<file path="src/rtl/hilo_pkg.sv">
// Shared definitions for the HI/LO multiply/divide unit:
// op encodings, divider FSM states and a sign helper.
package hilo_pkg;

  localparam logic [2:0] OP_NOP   = 3'd0;
  localparam logic [2:0] OP_MTHI  = 3'd1;
  localparam logic [2:0] OP_MTLO  = 3'd2;
  localparam logic [2:0] OP_MULT  = 3'd3;
  localparam logic [2:0] OP_MULTU = 3'd4;
  localparam logic [2:0] OP_DIV   = 3'd5;
  localparam logic [2:0] OP_DIVU  = 3'd6;

  localparam int MAXW = 64;

  typedef enum logic [1:0] {
    IDLE = 2'd0,
    RUN  = 2'd1,
    FIX  = 2'd2
  } state_e;

  // Two's-complement negate when n is set. The low W bits of the
  // result are correct for any W <= MAXW, so callers zero-extend.
  function automatic logic [MAXW-1:0] neg_if(
    input logic [MAXW-1:0] v,
    input logic            n
  );
    return n ? (~v + 1'b1) : v;
  endfunction

endpackage

</file>
<file path="src/rtl/hilo_div_core.sv">
// Iterative unsigned restoring divider, one quotient bit per cycle.
// Ports: start/dividend/divisor load, abort clears, step_done flags the last step.
module hilo_div_core #(
  parameter int W = 32
) (
  input  logic         clk,
  input  logic         rst,
  input  logic         start,
  input  logic [W-1:0] dividend,
  input  logic [W-1:0] divisor,
  input  logic         abort,
  output logic         step_done,
  output logic [W-1:0] quotient,
  output logic [W-1:0] remainder
);

  localparam int CW = $clog2(W + 1);

  logic [W-1:0]  rem_q, rem_d;
  logic [W-1:0]  quo_q, quo_d;
  logic [W-1:0]  dvs_q, dvs_d;
  logic [CW-1:0] cnt_q, cnt_d;
  logic [W:0]    part;
  logic [W:0]    diff;

  always_comb begin
    part  = {rem_q, quo_q[W-1]};
    diff  = part - {1'b0, dvs_q};
    rem_d = rem_q;
    quo_d = quo_q;
    dvs_d = dvs_q;
    cnt_d = cnt_q;
    if (abort) begin
      cnt_d = '0;
    end else if (start) begin
      rem_d = '0;
      quo_d = dividend;
      dvs_d = divisor;
      cnt_d = CW'(W);
    end else if (cnt_q != '0) begin
      // Borrow out of bit W means the trial subtract went negative.
      rem_d = diff[W] ? part[W-1:0] : diff[W-1:0];
      quo_d = {quo_q[W-2:0], ~diff[W]};
      cnt_d = cnt_q - 1'b1;
    end
  end

  always_ff @(posedge clk) begin
    if (rst) begin
      rem_q <= '0;
      quo_q <= '0;
      dvs_q <= '0;
      cnt_q <= '0;
    end else begin
      rem_q <= rem_d;
      quo_q <= quo_d;
      dvs_q <= dvs_d;
      cnt_q <= cnt_d;
    end
  end

  assign step_done = (cnt_q == CW'(1));
  assign quotient  = quo_q;
  assign remainder = rem_q;

endmodule

</file>
<file path="src/rtl/hilo_muldiv.sv">
// HI/LO register pair with MTHI/MTLO, 1-cycle MULT/MULTU, iterative DIV/DIVU.
// Ports: op_valid/op/src_a/src_b issue, flush abort, busy/done status, HI/LO reads.
module hilo_muldiv
  import hilo_pkg::*;
#(
  parameter int W      = 32,
  parameter bit BYPASS = 1'b1
) (
  input  logic         clk,
  input  logic         rst,
  input  logic         op_valid,
  input  logic [2:0]   op,
  input  logic [W-1:0] src_a,
  input  logic [W-1:0] src_b,
  input  logic         flush,
  output logic         busy,
  output logic         done,
  output logic [W-1:0] rHiData,
  output logic [W-1:0] rLoData
);

  state_e state_q, state_d;

  logic [W-1:0] hi_q, hi_d;
  logic [W-1:0] lo_q, lo_d;
  logic [W-1:0] dza_q, dza_d;
  logic         nq_q, nq_d;
  logic         nr_q, nr_d;
  logic         dbz_q, dbz_d;
  logic         done_q, done_d;

  logic         accept;
  logic         is_div;
  logic         div_start;
  logic         step_done;
  logic         sa, sb;
  logic [W-1:0] mag_a, mag_b;
  logic [W-1:0] quo, rem;
  logic [MAXW-1:0] ta, tb, tq, tr;
  logic [2*W-1:0]  ext_a, ext_b, prod;

  assign is_div = (op == OP_DIV) || (op == OP_DIVU);
  assign sa     = (op == OP_DIV) && src_a[W-1];
  assign sb     = (op == OP_DIV) && src_b[W-1];
  assign ta     = neg_if(MAXW'(src_a), sa);
  assign tb     = neg_if(MAXW'(src_b), sb);
  assign mag_a  = ta[W-1:0];
  assign mag_b  = tb[W-1:0];
  assign tq     = neg_if(MAXW'(quo), nq_q);
  assign tr     = neg_if(MAXW'(rem), nr_q);

  // Sign-extend for MULT, zero-extend for MULTU; the low 2W bits
  // of the product are then correct for both.
  assign ext_a = (op == OP_MULT) ? {{W{src_a[W-1]}}, src_a}
                                 : {{W{1'b0}}, src_a};
  assign ext_b = (op == OP_MULT) ? {{W{src_b[W-1]}}, src_b}
                                 : {{W{1'b0}}, src_b};
  assign prod  = ext_a * ext_b;

  hilo_div_core #(.W(W)) u_core (
    .clk       (clk),
    .rst       (rst),
    .start     (div_start),
    .dividend  (mag_a),
    .divisor   (mag_b),
    .abort     (flush),
    .step_done (step_done),
    .quotient  (quo),
    .remainder (rem)
  );

  always_ff @(posedge clk) begin
    if (rst) state_q <= IDLE;
    else     state_q <= state_d;
  end

  always_comb begin
    state_d = state_q;
    if (flush) begin
      state_d = IDLE;
    end else begin
      unique case (state_q)
        IDLE: if (accept && is_div)
                state_d = (src_b == '0) ? FIX : RUN;
        RUN:  if (step_done) state_d = FIX;
        FIX:  state_d = IDLE;
        default: state_d = IDLE;
      endcase
    end
  end

  always_comb begin
    busy      = (state_q != IDLE);
    accept    = op_valid && !busy && !flush;
    div_start = accept && is_div && (src_b != '0);
  end

  always_comb begin
    hi_d   = hi_q;
    lo_d   = lo_q;
    dza_d  = dza_q;
    nq_d   = nq_q;
    nr_d   = nr_q;
    dbz_d  = dbz_q;
    done_d = 1'b0;
    if (!flush && state_q == FIX) begin
      hi_d   = dbz_q ? dza_q : tr[W-1:0];
      lo_d   = dbz_q ? '1 : tq[W-1:0];
      done_d = 1'b1;
    end
    if (accept) begin
      unique case (op)
        OP_MTHI: hi_d = src_a;
        OP_MTLO: lo_d = src_a;
        OP_MULT, OP_MULTU: begin
          hi_d = prod[2*W-1:W];
          lo_d = prod[W-1:0];
        end
        OP_DIV, OP_DIVU: begin
          nq_d  = sa ^ sb;
          nr_d  = sa;
          dbz_d = (src_b == '0);
          dza_d = src_a;
        end
        default: ;
      endcase
    end
  end

  always_ff @(posedge clk) begin
    if (rst) begin
      hi_q   <= '0;
      lo_q   <= '0;
      dza_q  <= '0;
      nq_q   <= 1'b0;
      nr_q   <= 1'b0;
      dbz_q  <= 1'b0;
      done_q <= 1'b0;
    end else begin
      hi_q   <= hi_d;
      lo_q   <= lo_d;
      dza_q  <= dza_d;
      nq_q   <= nq_d;
      nr_q   <= nr_d;
      dbz_q  <= dbz_d;
      done_q <= done_d;
    end
  end

  assign done = done_q;

  always_comb begin
    rHiData = hi_q;
    rLoData = lo_q;
    if (BYPASS && accept && op == OP_MTHI) rHiData = src_a;
    if (BYPASS && accept && op == OP_MTLO) rLoData = src_a;
    if (rst) begin
      rHiData = '0;
      rLoData = '0;
    end
  end

endmodule

</file>
<file path="config.mk">
export PLATFORM = sky130hd
export DESIGN_NAME = hilo_muldiv
export DESIGN_NICKNAME = d
export VERILOG_FILES = /design/src/rtl/hilo_pkg.sv /design/src/rtl/hilo_div_core.sv /design/src/rtl/hilo_muldiv.sv
export SDC_FILE = /design/constraint.sdc
export NUM_CORES = 2
export LEC_CHECK = 0
export CAP_MARGIN = 25
export CORE_MARGIN = 2
export CORE_UTILIZATION = 55
export CTS_BUF_LIST = sky130_fd_sc_hd__clkbuf_4
export CTS_CLUSTER_DIAMETER = 120
export DETAILED_ROUTE_END_ITERATION = 6
export GPL_TIMING_DRIVEN = 1
export PLACE_DENSITY = 0.71
export SYNTH_ARGS = -nofsm -noshare
export SYNTH_HDL_FRONTEND = slang
export SYNTH_SLANG_ARGS = --single-unit
export TNS_END_PERCENT = 20
</file>
<file path="constraint.sdc">
create_clock -name clk -period 26.7 [get_ports clk]
set_clock_uncertainty 0.05 [all_clocks]
set_input_delay 4.005 -clock clk [delete_from_list [all_inputs] [get_ports clk]]
set_output_delay 4.005 -clock clk [all_outputs]
set_load 0.05 [all_outputs]
</file>
==> reports/summary.log <==
INFO  detailed_routing postRouteWirelength=191,000um
INFO  global_routing gr-usage-met2=55.1%
INFO  flow_run       drv_cap=0
INFO  clock_network  postCtsSetupRepairBufs=0
INFO  timing         setup-tns-final=0ns
INFO  placement      place.port_buffers=136
INFO  die            die_area=0.114mm^2
INFO  run_status     run_status=finished, final reports clean
INFO  critical_path  biggest_cell_delay_along_the_critical_path=0.84ns
INFO  clock_network  hold_buffers=0
INFO  critical_path  cp_data_required_time=27.32ns
INFO  timing         finalSetupViolCount=0
INFO  critical_path  cp.buffers_inverters=7
INFO  placement      gpl.final_weighted_congestion=1.00
INFO  detailed_routing initialDrtViolationCount=4,208
INFO  timing         post-route-worst-setup-slack=12.95ns
INFO  global_routing vias_in_the_first_global_route=50,869
INFO  die            row_count=122
INFO  detailed_routing final_antenna_net_count=0
INFO  detailed_routing firstDrtPassIters=7
INFO  critical_path  critPathKind=input port to flop
INFO  global_routing grt_overflow=0
INFO  logic_synthesis async_flop_share=0%
INFO  die            fp.coreArea=0.111mm^2
INFO  timing         relSlewSlack=28.7%
INFO  die            die_x=338um
INFO  critical_path  worst_setup_sp_type=input port
INFO  global_routing global_route.peak_usage_layer=met2
INFO  detailed_routing drt_wl_cell=22.7um
INFO  critical_path  cp_common_cell=sky130_fd_sc_hd__fa_1
INFO  timing         timing.final.crit_share=51.5%
INFO  critical_path  timing.critical_path.slowest_stage_cell=sky130_fd_sc_hd__fa_1
INFO  logic_synthesis synthFlopType=sky130_fd_sc_hd__dfxtp_1
INFO  timing         timing_hold_violations_final=0
INFO  clock_network  cts_tree=built
INFO  hold_path      holdPathStages=2
INFO  logic_synthesis synthCells=7,015
INFO  clock_network  max-clock-path-buffers=3
INFO  clock_network  cts_resized=0
INFO  global_routing globalRouteTotalUtil=34.6%
INFO  critical_path  timing.critical_path.fanout_max=31
INFO  finish         drive_gt1_share=4.16%
INFO  clock_network  clk-insertion-delay-late=0.77ns
INFO  critical_path  crit_path_end_kind=flop
INFO  die            starting_density_of_the_core=55.4%
INFO  timing         rsz_0062_raised_after_global_routing=false
INFO  finish         layout_commonest_cell=sky130_fd_sc_hd__inv_1
INFO  clock_network  cts_made_buffers=54
INFO  logic_synthesis synth-warning-count=0
INFO  critical_path  critPathTopFamily=adder cells
INFO  clock_network  clock-root-buffer=sky130_fd_sc_hd__clkbuf_4
INFO  logic_synthesis net_count_after_synthesis=8,852
INFO  critical_path  cp_num_cells=29
INFO  clock_network  cts.clk_slew.worst_paths=0.07ns
INFO  logic_synthesis synth_cell_types=86
INFO  finish         mostFrequentLayoutCells=1,570 x sky130_fd_sc_hd__inv_1, 1,420 x sky130_fd_sc_hd__fa_1, 1,052 x sky130_fd_sc_hd__nand2_1, 413 x sky130_fd_sc_hd__and2_1, 346 x sky130_fd_sc_hd__ha_1
INFO  placement      dpl-instance-area=0.0636mm^2
INFO  placement      place_ws=12.25ns
INFO  timing         final_max_slew_viol_count=0
INFO  clock_network  count_of_h_tree_levels_built_during_cts=2
INFO  die            io_pins=137
INFO  logic_synthesis syn_area=0.0614mm^2
INFO  global_routing gr-usage-met3=5.96%
INFO  detailed_routing drc_errors=0
INFO  detailed_routing via_per_inst=5.71
INFO  clock_network  clock_sinks=204
INFO  logic_synthesis synth-edff-count=0
INFO  finish         synthesis_to_layout_area_growth=4.87%
INFO  timing         worst_slew_pin_slew=1.07ns
INFO  logic_synthesis synth-seq-area-share=6.66%
INFO  timing         final_period_minus_worst_setup_slack=13.75ns
INFO  logic_synthesis ys_seq_elements=204
INFO  finish         num-nets-final=8,724
INFO  die            dieHeight=338um
INFO  hold_path      hold_path_class=flop to flop
INFO  finish         fin_area=0.0643mm^2
INFO  global_routing grt_start_max_net_pins=98
INFO  logic_synthesis syn-mean-instance-area=8.75um^2
INFO  critical_path  timing.critical_path.arrival=14.37ns
INFO  critical_path  worst_r2r_path_depth=15
INFO  detailed_routing dr_total_vias=48,063
INFO  global_routing gr-usage-met1=45.3%
INFO  global_routing antenna_found_initial=13
INFO  timing         clock.fmax=72.7MHz
INFO  finish         fin_util=58.1%
INFO  placement      detailed_place_hpwl=152,000um
INFO  global_routing grt_pass1_wl=298,000um
-- cell type report --
type	instances	area, um^2
clock buffers	80	601
well taps	1488	1860
flip-flops and latches	204	4090
repair buffers	238	1960
inverters	1570	5890
multi-input cells	4819	49800
diodes	6	15.0
clock inverters	15	86.3
fillers	9923	46300
-- cells in the mapped netlist (22+ instances only) --
| library cell | count | area (um^2) |
|---|---|---|
| sky130_fd_sc_hd__o21ai_0 | 129 | 646 |
| sky130_fd_sc_hd__buf_1 | 64 | 240 |
| sky130_fd_sc_hd__fa_1 | 1420 | 28400 |
| sky130_fd_sc_hd__xor2_1 | 96 | 841 |
| sky130_fd_sc_hd__o21ai_1 | 35 | 175 |
| sky130_fd_sc_hd__a21o_1 | 55 | 413 |
| sky130_fd_sc_hd__xnor2_1 | 155 | 1360 |
| sky130_fd_sc_hd__a211oi_1 | 69 | 518 |
| sky130_fd_sc_hd__a222oi_1 | 22 | 220 |
| sky130_fd_sc_hd__and2_1 | 413 | 2580 |
| sky130_fd_sc_hd__a21oi_1 | 254 | 1270 |
| sky130_fd_sc_hd__inv_1 | 1570 | 5890 |
| sky130_fd_sc_hd__nand2b_1 | 24 | 150 |
| sky130_fd_sc_hd__o221ai_1 | 30 | 263 |
| sky130_fd_sc_hd__mux2i_1 | 65 | 651 |
| sky130_fd_sc_hd__nor2_1 | 207 | 777 |
| sky130_fd_sc_hd__or3_1 | 31 | 194 |
| sky130_fd_sc_hd__o31ai_1 | 29 | 218 |
| sky130_fd_sc_hd__ha_1 | 346 | 4330 |
| sky130_fd_sc_hd__clkbuf_1 | 346 | 1300 |
| sky130_fd_sc_hd__dfxtp_1 | 204 | 4080 |
| sky130_fd_sc_hd__nand2_1 | 1054 | 3960 |
| sky130_fd_sc_hd__nor3_1 | 35 | 175 |
| sky130_fd_sc_hd__a31oi_1 | 52 | 325 |
| sky130_fd_sc_hd__nand3_1 | 39 | 195 |
-- cell families after synthesis --
kind of cell	Yosys count	share of synthesized area (%)
DFF	204	6.66
adders and majority gates	1769	53.4
xor gates and xnor gates	252	3.61
buffers and inverters	1992	12.2
and+or+nand+nor	1936	14.7
muxes	66	1.08
AOI/OAI and AO/OA	796	8.33
-- worst reg2reg max path, stage by stage (launching register included) --
cell                       delay [ns]
sky130_fd_sc_hd__dfxtp_1         0.32
sky130_fd_sc_hd__inv_1           0.19
sky130_fd_sc_hd__ha_1            0.21
sky130_fd_sc_hd__inv_1           0.06
sky130_fd_sc_hd__fa_1            0.42
sky130_fd_sc_hd__a211oi_1        0.28
sky130_fd_sc_hd__o21ai_0         0.19
sky130_fd_sc_hd__a21oi_1         0.38
sky130_fd_sc_hd__a211oi_1        0.20
sky130_fd_sc_hd__o221ai_2        0.36
sky130_fd_sc_hd__o31ai_2         0.18
sky130_fd_sc_hd__o31ai_2         0.41
sky130_fd_sc_hd__xnor2_4         0.15
sky130_fd_sc_hd__buf_4           0.52
sky130_fd_sc_hd__mux2_2          0.46
sky130_fd_sc_hd__o21ai_1         0.12
-- metrics by stage --
step,hold WS [ns],cells
CTS,0.406,8413
finish,0.406,8420
detailed placement,0.396,8318
global route,0.419,8417
global placement,0.392,8318
floorplan,0.382,7015
-- sequential cells by signal, summed over array words and instances, names as in the netlist --
| signal | flops |
|---|---|
| nr_q | 1 |
| nq_q | 1 |
| u_core.dvs_q | 32 |
| u_core.remainder | 32 |
| dbz_q | 1 |
| state_q | 2 |
| done | 1 |
| u_core.quotient | 32 |
| lo_q | 32 |
| hi_q | 32 |
| dza_q | 32 |
| u_core.cnt_q | 6 |
-- worst paths after layout --
kind / endpoint / start / slack [ns]
max: hi_q[29] / op[0] / 12.95
min: dza_q[12] / dza_q[12] / 0.41
max reg2reg: u_core.remainder[0] / u_core.quotient[31] / 22.08
min reg2reg: dza_q[12] / dza_q[12] / 0.41
-- metal layers --
layer	routed length [um]	up-vias
met5	10	-
met4	12500	2
met3	17600	507
met2	87000	2244
met1	74100	24470
li1	-	20840
Power is left out: the tool's default activity adds up to more than one toggle a clock period on the data nets, which glitch-free logic cannot reach.
